### src/rtl/alu_pkg.sv
// Shared encodings for the sequential ALU: operation codes, flag bit positions
// and FSM states.
package alu_pkg;

  localparam int unsigned DATA_WIDTH_DEF = 16;
  localparam logic [3:0]  ALU_OP_SEL_DEF = 4'b0001;

  localparam logic [3:0] OP_ADD = 4'h0;
  localparam logic [3:0] OP_SUB = 4'h1;
  localparam logic [3:0] OP_AND = 4'h2;
  localparam logic [3:0] OP_OR  = 4'h3;
  localparam logic [3:0] OP_XOR = 4'h4;
  localparam logic [3:0] OP_NOT = 4'h5;
  localparam logic [3:0] OP_SHL = 4'h6;
  localparam logic [3:0] OP_SHR = 4'h7;
  localparam logic [3:0] OP_MUL = 4'h8;
  localparam logic [3:0] OP_SRA = 4'h9;
  localparam logic [3:0] OP_ADC = 4'hA;
  localparam logic [3:0] OP_CMP = 4'hB;

  localparam int unsigned FLAG_Z = 0;
  localparam int unsigned FLAG_C = 1;
  localparam int unsigned FLAG_N = 2;
  localparam int unsigned FLAG_V = 3;

  typedef enum logic [0:0] {
    IDLE = 1'b0,
    MULB = 1'b1
  } alu_state_e;

endpackage

### src/rtl/alu_seq_mul.sv
// Serial shift-add multiplier: one multiplier bit per cycle after start.
// done_c/product_c are combinational so the final partial sum is usable on the last edge.
module alu_seq_mul
  import alu_pkg::*;
#(
  parameter int unsigned DATA_WIDTH = DATA_WIDTH_DEF
) (
  input  logic                      clk,
  input  logic                      reset_n,
  input  logic                      start,
  input  logic [DATA_WIDTH-1:0]     a,
  input  logic [DATA_WIDTH-1:0]     b,
  output logic                      done_c,
  output logic [2*DATA_WIDTH-1:0]   product_c
);

  localparam int unsigned P_W   = 2 * DATA_WIDTH;
  localparam int unsigned CNT_W = $clog2(DATA_WIDTH);

  logic                  busy_q;
  logic [CNT_W-1:0]      cnt_q;
  logic [P_W-1:0]        mcand_q;
  logic [P_W-1:0]        acc_q;
  logic [DATA_WIDTH-1:0] mplier_q;

  assign product_c = acc_q + (mplier_q[0] ? mcand_q : '0);
  assign done_c    = busy_q && (cnt_q == CNT_W'(DATA_WIDTH - 1));

  always_ff @(posedge clk or negedge reset_n) begin
    if (!reset_n) begin
      busy_q   <= 1'b0;
      cnt_q    <= '0;
      mcand_q  <= '0;
      acc_q    <= '0;
      mplier_q <= '0;
    end else if (start) begin
      busy_q   <= 1'b1;
      cnt_q    <= '0;
      mcand_q  <= P_W'(a);
      acc_q    <= '0;
      mplier_q <= b;
    end else if (busy_q) begin
      acc_q    <= product_c;
      mcand_q  <= mcand_q << 1;
      mplier_q <= mplier_q >> 1;
      cnt_q    <= cnt_q + CNT_W'(1);
      if (done_c) busy_q <= 1'b0;
    end
  end

endmodule

### src/rtl/alu_seq.sv
// Registered ALU with valid/ready handshake; single-cycle ops plus a serial
// multiplier. Result and V/N/C/Z flags are held until the consumer drains them.
module alu_seq
  import alu_pkg::*;
#(
  parameter int unsigned DATA_WIDTH = DATA_WIDTH_DEF,
  parameter logic [3:0]  ALU_OP_SEL = ALU_OP_SEL_DEF
) (
  input  logic                  clk,
  input  logic                  reset_n,
  input  logic                  in_valid,
  output logic                  in_ready,
  input  logic [15:0]           opcode,
  input  logic [DATA_WIDTH-1:0] a,
  input  logic [DATA_WIDTH-1:0] b,
  output logic                  out_valid,
  input  logic                  out_ready,
  output logic [DATA_WIDTH-1:0] c,
  output logic [3:0]            flags
);

  localparam int unsigned W    = DATA_WIDTH;
  localparam int unsigned SH_W = $clog2(DATA_WIDTH);

  alu_state_e     state_q, state_d;
  logic [W-1:0]   c_q, c_d;
  logic [3:0]     flags_q, flags_d;
  logic           out_valid_q, out_valid_d;

  logic [3:0]     sel, op;
  logic           is_alu, is_mul, accept, mul_start, mul_done_c;
  logic [2*W-1:0] mul_prod_c;
  logic           unused_opcode_low;

  assign sel               = opcode[15:12];
  assign op                = opcode[11:8];
  assign unused_opcode_low = ^opcode[7:0];
  assign is_alu            = (sel == ALU_OP_SEL);
  assign is_mul            = is_alu && (op == OP_MUL);

  assign in_ready  = (state_q == IDLE) && (!out_valid_q || out_ready);
  assign accept    = in_valid && in_ready;
  assign out_valid = out_valid_q;
  assign c         = c_q;
  assign flags     = flags_q;

  // Single-cycle datapath at W+1 bits; fres is the value Z/N are taken from (differs from res for CMP).
  logic [W:0]      sum_w, dif_w, shl_w, shr_w, sra_w;
  logic [SH_W-1:0] sh;
  logic [W-1:0]    res, fres;
  logic            cy, ov, upd, cin;
  logic [3:0]      alu_flg;

  always_comb begin
    sh    = b[SH_W-1:0];
    cin   = (op == OP_ADC) ? flags_q[FLAG_C] : 1'b0;
    sum_w = {1'b0, a} + {1'b0, b} + (W + 1)'(cin);
    dif_w = {1'b0, a} - {1'b0, b};
    shl_w = {1'b0, a} << sh;
    shr_w = {a, 1'b0} >> sh;
    sra_w = $unsigned($signed({a, 1'b0}) >>> sh);
    res   = '0;
    fres  = '0;
    cy    = 1'b0;
    ov    = 1'b0;
    upd   = 1'b0;
    if (is_alu) begin
      upd = 1'b1;
      case (op)
        OP_ADD, OP_ADC: begin
          res = sum_w[W-1:0];
          cy  = sum_w[W];
          ov  = (a[W-1] == b[W-1]) && (sum_w[W-1] != a[W-1]);
        end
        OP_SUB, OP_CMP: begin
          res = (op == OP_CMP) ? a : dif_w[W-1:0];
          cy  = dif_w[W];
          ov  = (a[W-1] != b[W-1]) && (dif_w[W-1] != a[W-1]);
        end
        OP_AND: res = a & b;
        OP_OR:  res = a | b;
        OP_XOR: res = a ^ b;
        OP_NOT: res = ~a;
        OP_SHL: begin
          res = shl_w[W-1:0];
          cy  = shl_w[W];
        end
        OP_SHR: begin
          res = shr_w[W:1];
          cy  = shr_w[0];
        end
        OP_SRA: begin
          res = sra_w[W:1];
          cy  = sra_w[0];
        end
        default: upd = 1'b0;
      endcase
    end
    fres    = (is_alu && op == OP_CMP) ? dif_w[W-1:0] : res;
    alu_flg = upd ? {ov, fres[W-1], cy, ~|fres} : flags_q;
  end

  alu_seq_mul #(.DATA_WIDTH(W)) u_mul (
    .clk       (clk),
    .reset_n   (reset_n),
    .start     (mul_start),
    .a         (a),
    .b         (b),
    .done_c    (mul_done_c),
    .product_c (mul_prod_c)
  );

  always_comb begin
    state_d     = state_q;
    c_d         = c_q;
    flags_d     = flags_q;
    out_valid_d = out_valid_q;
    mul_start   = 1'b0;
    if (out_valid_q && out_ready) out_valid_d = 1'b0;
    case (state_q)
      IDLE: begin
        if (accept) begin
          if (is_mul) begin
            state_d   = MULB;
            mul_start = 1'b1;
          end else begin
            c_d         = res;
            flags_d     = alu_flg;
            out_valid_d = 1'b1;
          end
        end
      end
      MULB: begin
        if (mul_done_c) begin
          state_d     = IDLE;
          c_d         = mul_prod_c[W-1:0];
          flags_d     = {1'b0, mul_prod_c[W-1], |mul_prod_c[2*W-1:W], ~|mul_prod_c[W-1:0]};
          out_valid_d = 1'b1;
        end
      end
      default: state_d = IDLE;
    endcase
  end

  always_ff @(posedge clk or negedge reset_n) begin
    if (!reset_n) begin
      state_q     <= IDLE;
      c_q         <= '0;
      flags_q     <= '0;
      out_valid_q <= 1'b0;
    end else begin
      state_q     <= state_d;
      c_q         <= c_d;
      flags_q     <= flags_d;
      out_valid_q <= out_valid_d;
    end
  end

endmodule

### config.mk
export PLATFORM = sky130hd
export DESIGN_NAME = alu_seq
export DESIGN_NICKNAME = d
export VERILOG_FILES = /design/src/rtl/alu_pkg.sv /design/src/rtl/alu_seq_mul.sv /design/src/rtl/alu_seq.sv
export SDC_FILE = /design/constraint.sdc
export NUM_CORES = 1
export LEC_CHECK = 0
export BUFFER_PORTS_ARGS = -buffer_cell sky130_fd_sc_hd__buf_2
export CORE_UTILIZATION = 50
export DETAILED_ROUTE_END_ITERATION = 16
export GPL_TIMING_DRIVEN = 0
export PLACE_DENSITY = 0.68
export SLEW_MARGIN = 40
export SYNTH_ARGS = -nofsm -noshare
export SYNTH_HDL_FRONTEND = slang
export SYNTH_SLANG_ARGS = --single-unit
### constraint.sdc
create_clock -name clk -period 6.08 [get_ports clk]
set_input_delay 0.608 -clock clk [delete_from_list [all_inputs] [get_ports clk]]
set_output_delay 0.608 -clock clk [all_outputs]
set_load 0.03 [all_outputs]
==> qor.csv <==
stage,metric,value,unit
status,status,"finished, final reports clean",
floorplanning,core,0.02340,mm^2
setup_path,max_stage_delay,0.71,ns
setup_path,end_kind,register,
floorplanning,initial_core_util,50.94,%
place,dp_hpwl,34.86,mm
clocking,cts_buffer_depth,2,
timing,finalCritPeriodShare,76.64,%
drt,vias_per_cell,6.608,
power_and_ir_drop,cellPowerDensity,220.8,mW/mm^2
power_and_ir_drop,internal-power,1.687,mW
setup_path,crit_cells,14,
setup_path,r2r_slack,1.77,ns
setup_path,crit_chain,buf_2 > clkinv_1 > buf_1 > ha_1 > buf_2 > nor2_1 > o311ai_0 > a211oi_1 > o21ai_0 > and3_1 > o2111ai_1 > nor4b_1 > o221a_2 > a2bb2oi_1,
grt,grt_remaining_overflow,0,
setup_path,r2r_cells,13,
final_layout,layout_commonest_cell,nor2_1,
logic_synthesis,async_flop_share,100.0,%
final_layout,nFillCells,2342,
logic_synthesis,ys_types,97,
timing,worst_slew_pin_slew,0.9436,ns
final_layout,layout-drive-gt1-share,11.03,%
logic_synthesis,syn_nets,1631,
drt,ant_nets,0,
logic_synthesis,ys_seq_area_share,22.46,%
power_and_ir_drop,pwr-share-clk,24.3,%
drt,drc,0,
final_layout,utilization,55.96,%
setup_path,critical-path-top-delay-family,compound AO/OA/AOI/OAI gates,
grt,grt_first_pass_wirelength,67.15,mm
logic_synthesis,avgSynthCellArea,7.979,um^2
grt,grt_usage,36.44,%
logic_synthesis,synth_area,0.01192,mm^2
drt,num_vias,12530,
clocking,numCtsBuffers,9,
timing,finalSetupTns,0,ns
final_layout,layout_common_cells,"nor2_1, nand2_1, o21ai_0, dfrtp_1, mux2i_1",
floorplanning,die_y,156.4,um
setup_path,cp.required,6.36,ns
setup_path,setup.worst_path.start_class,input port,
grt,grt_pass1_vias,11530,
power_and_ir_drop,p_leak,4.999,nW
drt,drt_wl_total,44.35,mm
floorplanning,die_w,156.4,um
place,io_buffers,65,
floorplanning,pin_count,74,
place,gp_congestion,1.065,
setup_path,r2r-end,flags[1]$_DFFE_PN0P_,
power_and_ir_drop,share_comb_of_total_power,46.5,%
setup_path,worstPathMaxFanout,11,
clocking,cts_root_buf,clkbuf_16,
power_and_ir_drop,seqPwrFrac,29.2,%
timing,rsz0062_at_grt,false,
place,placed_area,0.01274,mm^2
timing,max_slew_margin,37.10,%
final_layout,fin_area,0.01310,mm^2
timing,fmax,214.6,MHz
final_layout,finalNonFillerCells,1896,
setup_path,r2r_start,u_mul.mplier_q[0]$_DFFE_PN0P_,
final_layout,diodes,0,
final_layout,nNetsFinal,1709,
setup_path,cpMostUsedCell,buf_2,
grt,antenna_found_initial,1,
final_layout,syn2layout_area_growth,9.857,%
setup_path,cp_slowest_cell,o311ai_0,
setup_path,crit_arrival,4.94,ns
timing,skew,0.006727,ns
clocking,postCtsResizedCells,0,
logic_synthesis,netlist_instances,1494,
timing,finalCriticalPeriod,4.660,ns
logic_synthesis,synth_seq_cells,107,
clocking,cts_sinks,107,
timing,drv_slew,0,
timing,setup_violations,0,
drt,drtIter0Drc,1624,
floorplanning,fp-row-count,56,
grt,grt_max_degree,61,
logic_synthesis,synth_edf_count,0,
floorplanning,die-area,0.02446,mm^2
worst_hold_path,hp-class,in2async,
place,dp.cells,1880,
clocking,clk_pin_slew,0.08,ns
power_and_ir_drop,switchingPower,1.204,mW
logic_synthesis,ys_warn_count,0,
drt,drt-wirelength-per-cell,23.39,um
power_and_ir_drop,finalPower,2.891,mW
timing,finalWorstSetupSlack,1.420,ns
power_and_ir_drop,p_sw_share,41.66,%
clocking,cts_tree,built,
timing,whs,0.1557,ns
power_and_ir_drop,peakVddDrop,195.9,uV
job,cap_violations,0,
setup_path,cp.buffers_inverters,4,
drt,drtPass1Iterations,6,
clocking,ctsHoldBuffers,0,
place,preCtsSetupSlack,1.063,ns
clocking,postCtsSetupRepairBufs,0,
timing,final_hold_viol_count,0,
setup_path,critPathKind,in2reg,
logic_synthesis,ys.flop_type,dfrtp_1,
clocking,worst_skew_pair.late_latency,0.35,ns
clocking,cts_htree_levels,3,
## final cells by class
type                            instances  area, um^2  share of cell area [%]
Buffer                                102       480.5                   3.669
Clock buffer                           11       242.7                   1.854
Clock inverter                          5       108.9                  0.8313
Inverter                               54       202.7                   1.548
Multi-Input combinational cell       1231        8616                   65.79
Sequential cell                       107        2678                   20.45
Tap cell                              319       399.1                   3.048
Timing Repair Buffer                   67       367.9                   2.809
## sequential cells by signal, indices dropped and copies added, names as in the netlist
register        flops
u_mul.busy_q        1
state_q             1
c                  16
u_mul.mcand_q      32
u_mul.acc_q        32
out_valid           1
flags               4
u_mul.mplier_q     16
u_mul.cnt_q         4
## power groups by stage
stage	Sequential, mW	Combinational (mW)	Clock [mW]
5_1_grt	0.851	1.46	0.740
6_report	0.843	1.35	0.703
3_5_place_dp	0.854	1.31	0
4_1_cts	0.841	1.31	0.712
3_3_place_gp	0.851	1.28	0
2_1_floorplan	0.874	0.898	0
## Yosys cell counts, types with 11 or more instances
library cell / n / area (um^2)
nor2_1: 151 / 566.8
mux2i_1: 103 / 1031
a31oi_1: 13 / 81.33
and2_1: 43 / 269.0
or3_1: 16 / 100.1
nand4_1: 14 / 87.58
a221oi_1: 12 / 105.1
nand3_1: 26 / 130.1
xnor2_1: 25 / 219.0
o211ai_1: 15 / 112.6
xor2_1: 15 / 131.4
dfrtp_1: 107 / 2678
a21o_1: 21 / 157.7
nand2_1: 137 / 514.2
nor2b_1: 16 / 100.1
mux4_2: 11 / 247.7
a211oi_1: 20 / 150.1
a21oi_1: 92 / 460.4
o21a_1: 13 / 97.59
nor4_1: 12 / 75.07
clkbuf_1: 67 / 251.5
inv_1: 51 / 191.4
ha_1: 81 / 1013
o21ai_0: 108 / 540.5
buf_2: 14 / 70.07
nor3_1: 47 / 235.2
nand2b_1: 16 / 100.1
o22ai_1: 11 / 68.82
## kinds of logic after synthesis
kind of cell | count (synthesis) | share of synthesized area, %
mux | 126 | 11.91
flops | 107 | 22.46
xor+xnor | 40 | 2.939
fa+ha+maj | 85 | 9.174
simple gates | 539 | 22.64
compound gates | 441 | 25.15
buf+inv | 156 | 5.721
## worst max-delay path by stage
stage | startpoint | end | slack [ns]
3_3_place_gp | b[2] | c[15]$_DFFE_PN0P_ | 1.01
2_1_floorplan | opcode[9] | flags[0]$_DFFE_PN0P_ | 2.51
4_1_cts | b[2] | c[15]$_DFFE_PN0P_ | 1.45
6_report | b[2] | flags[0]$_DFFE_PN0P_ | 1.42
3_5_place_dp | b[2] | c[15]$_DFFE_PN0P_ | 1.06
5_1_grt | b[2] | c[15]$_DFFE_PN0P_ | 1.20
## metal layers
layer	vias to the layer above	global-route usage, %	wire length, um
li1	5693	-	-
met1	6024	51.92	19300
met2	706	53.38	18400
met3	104	8.446	4997
met4	2	13.03	1627
met5	-	0	23
Power figures use the tool's default switching activity.
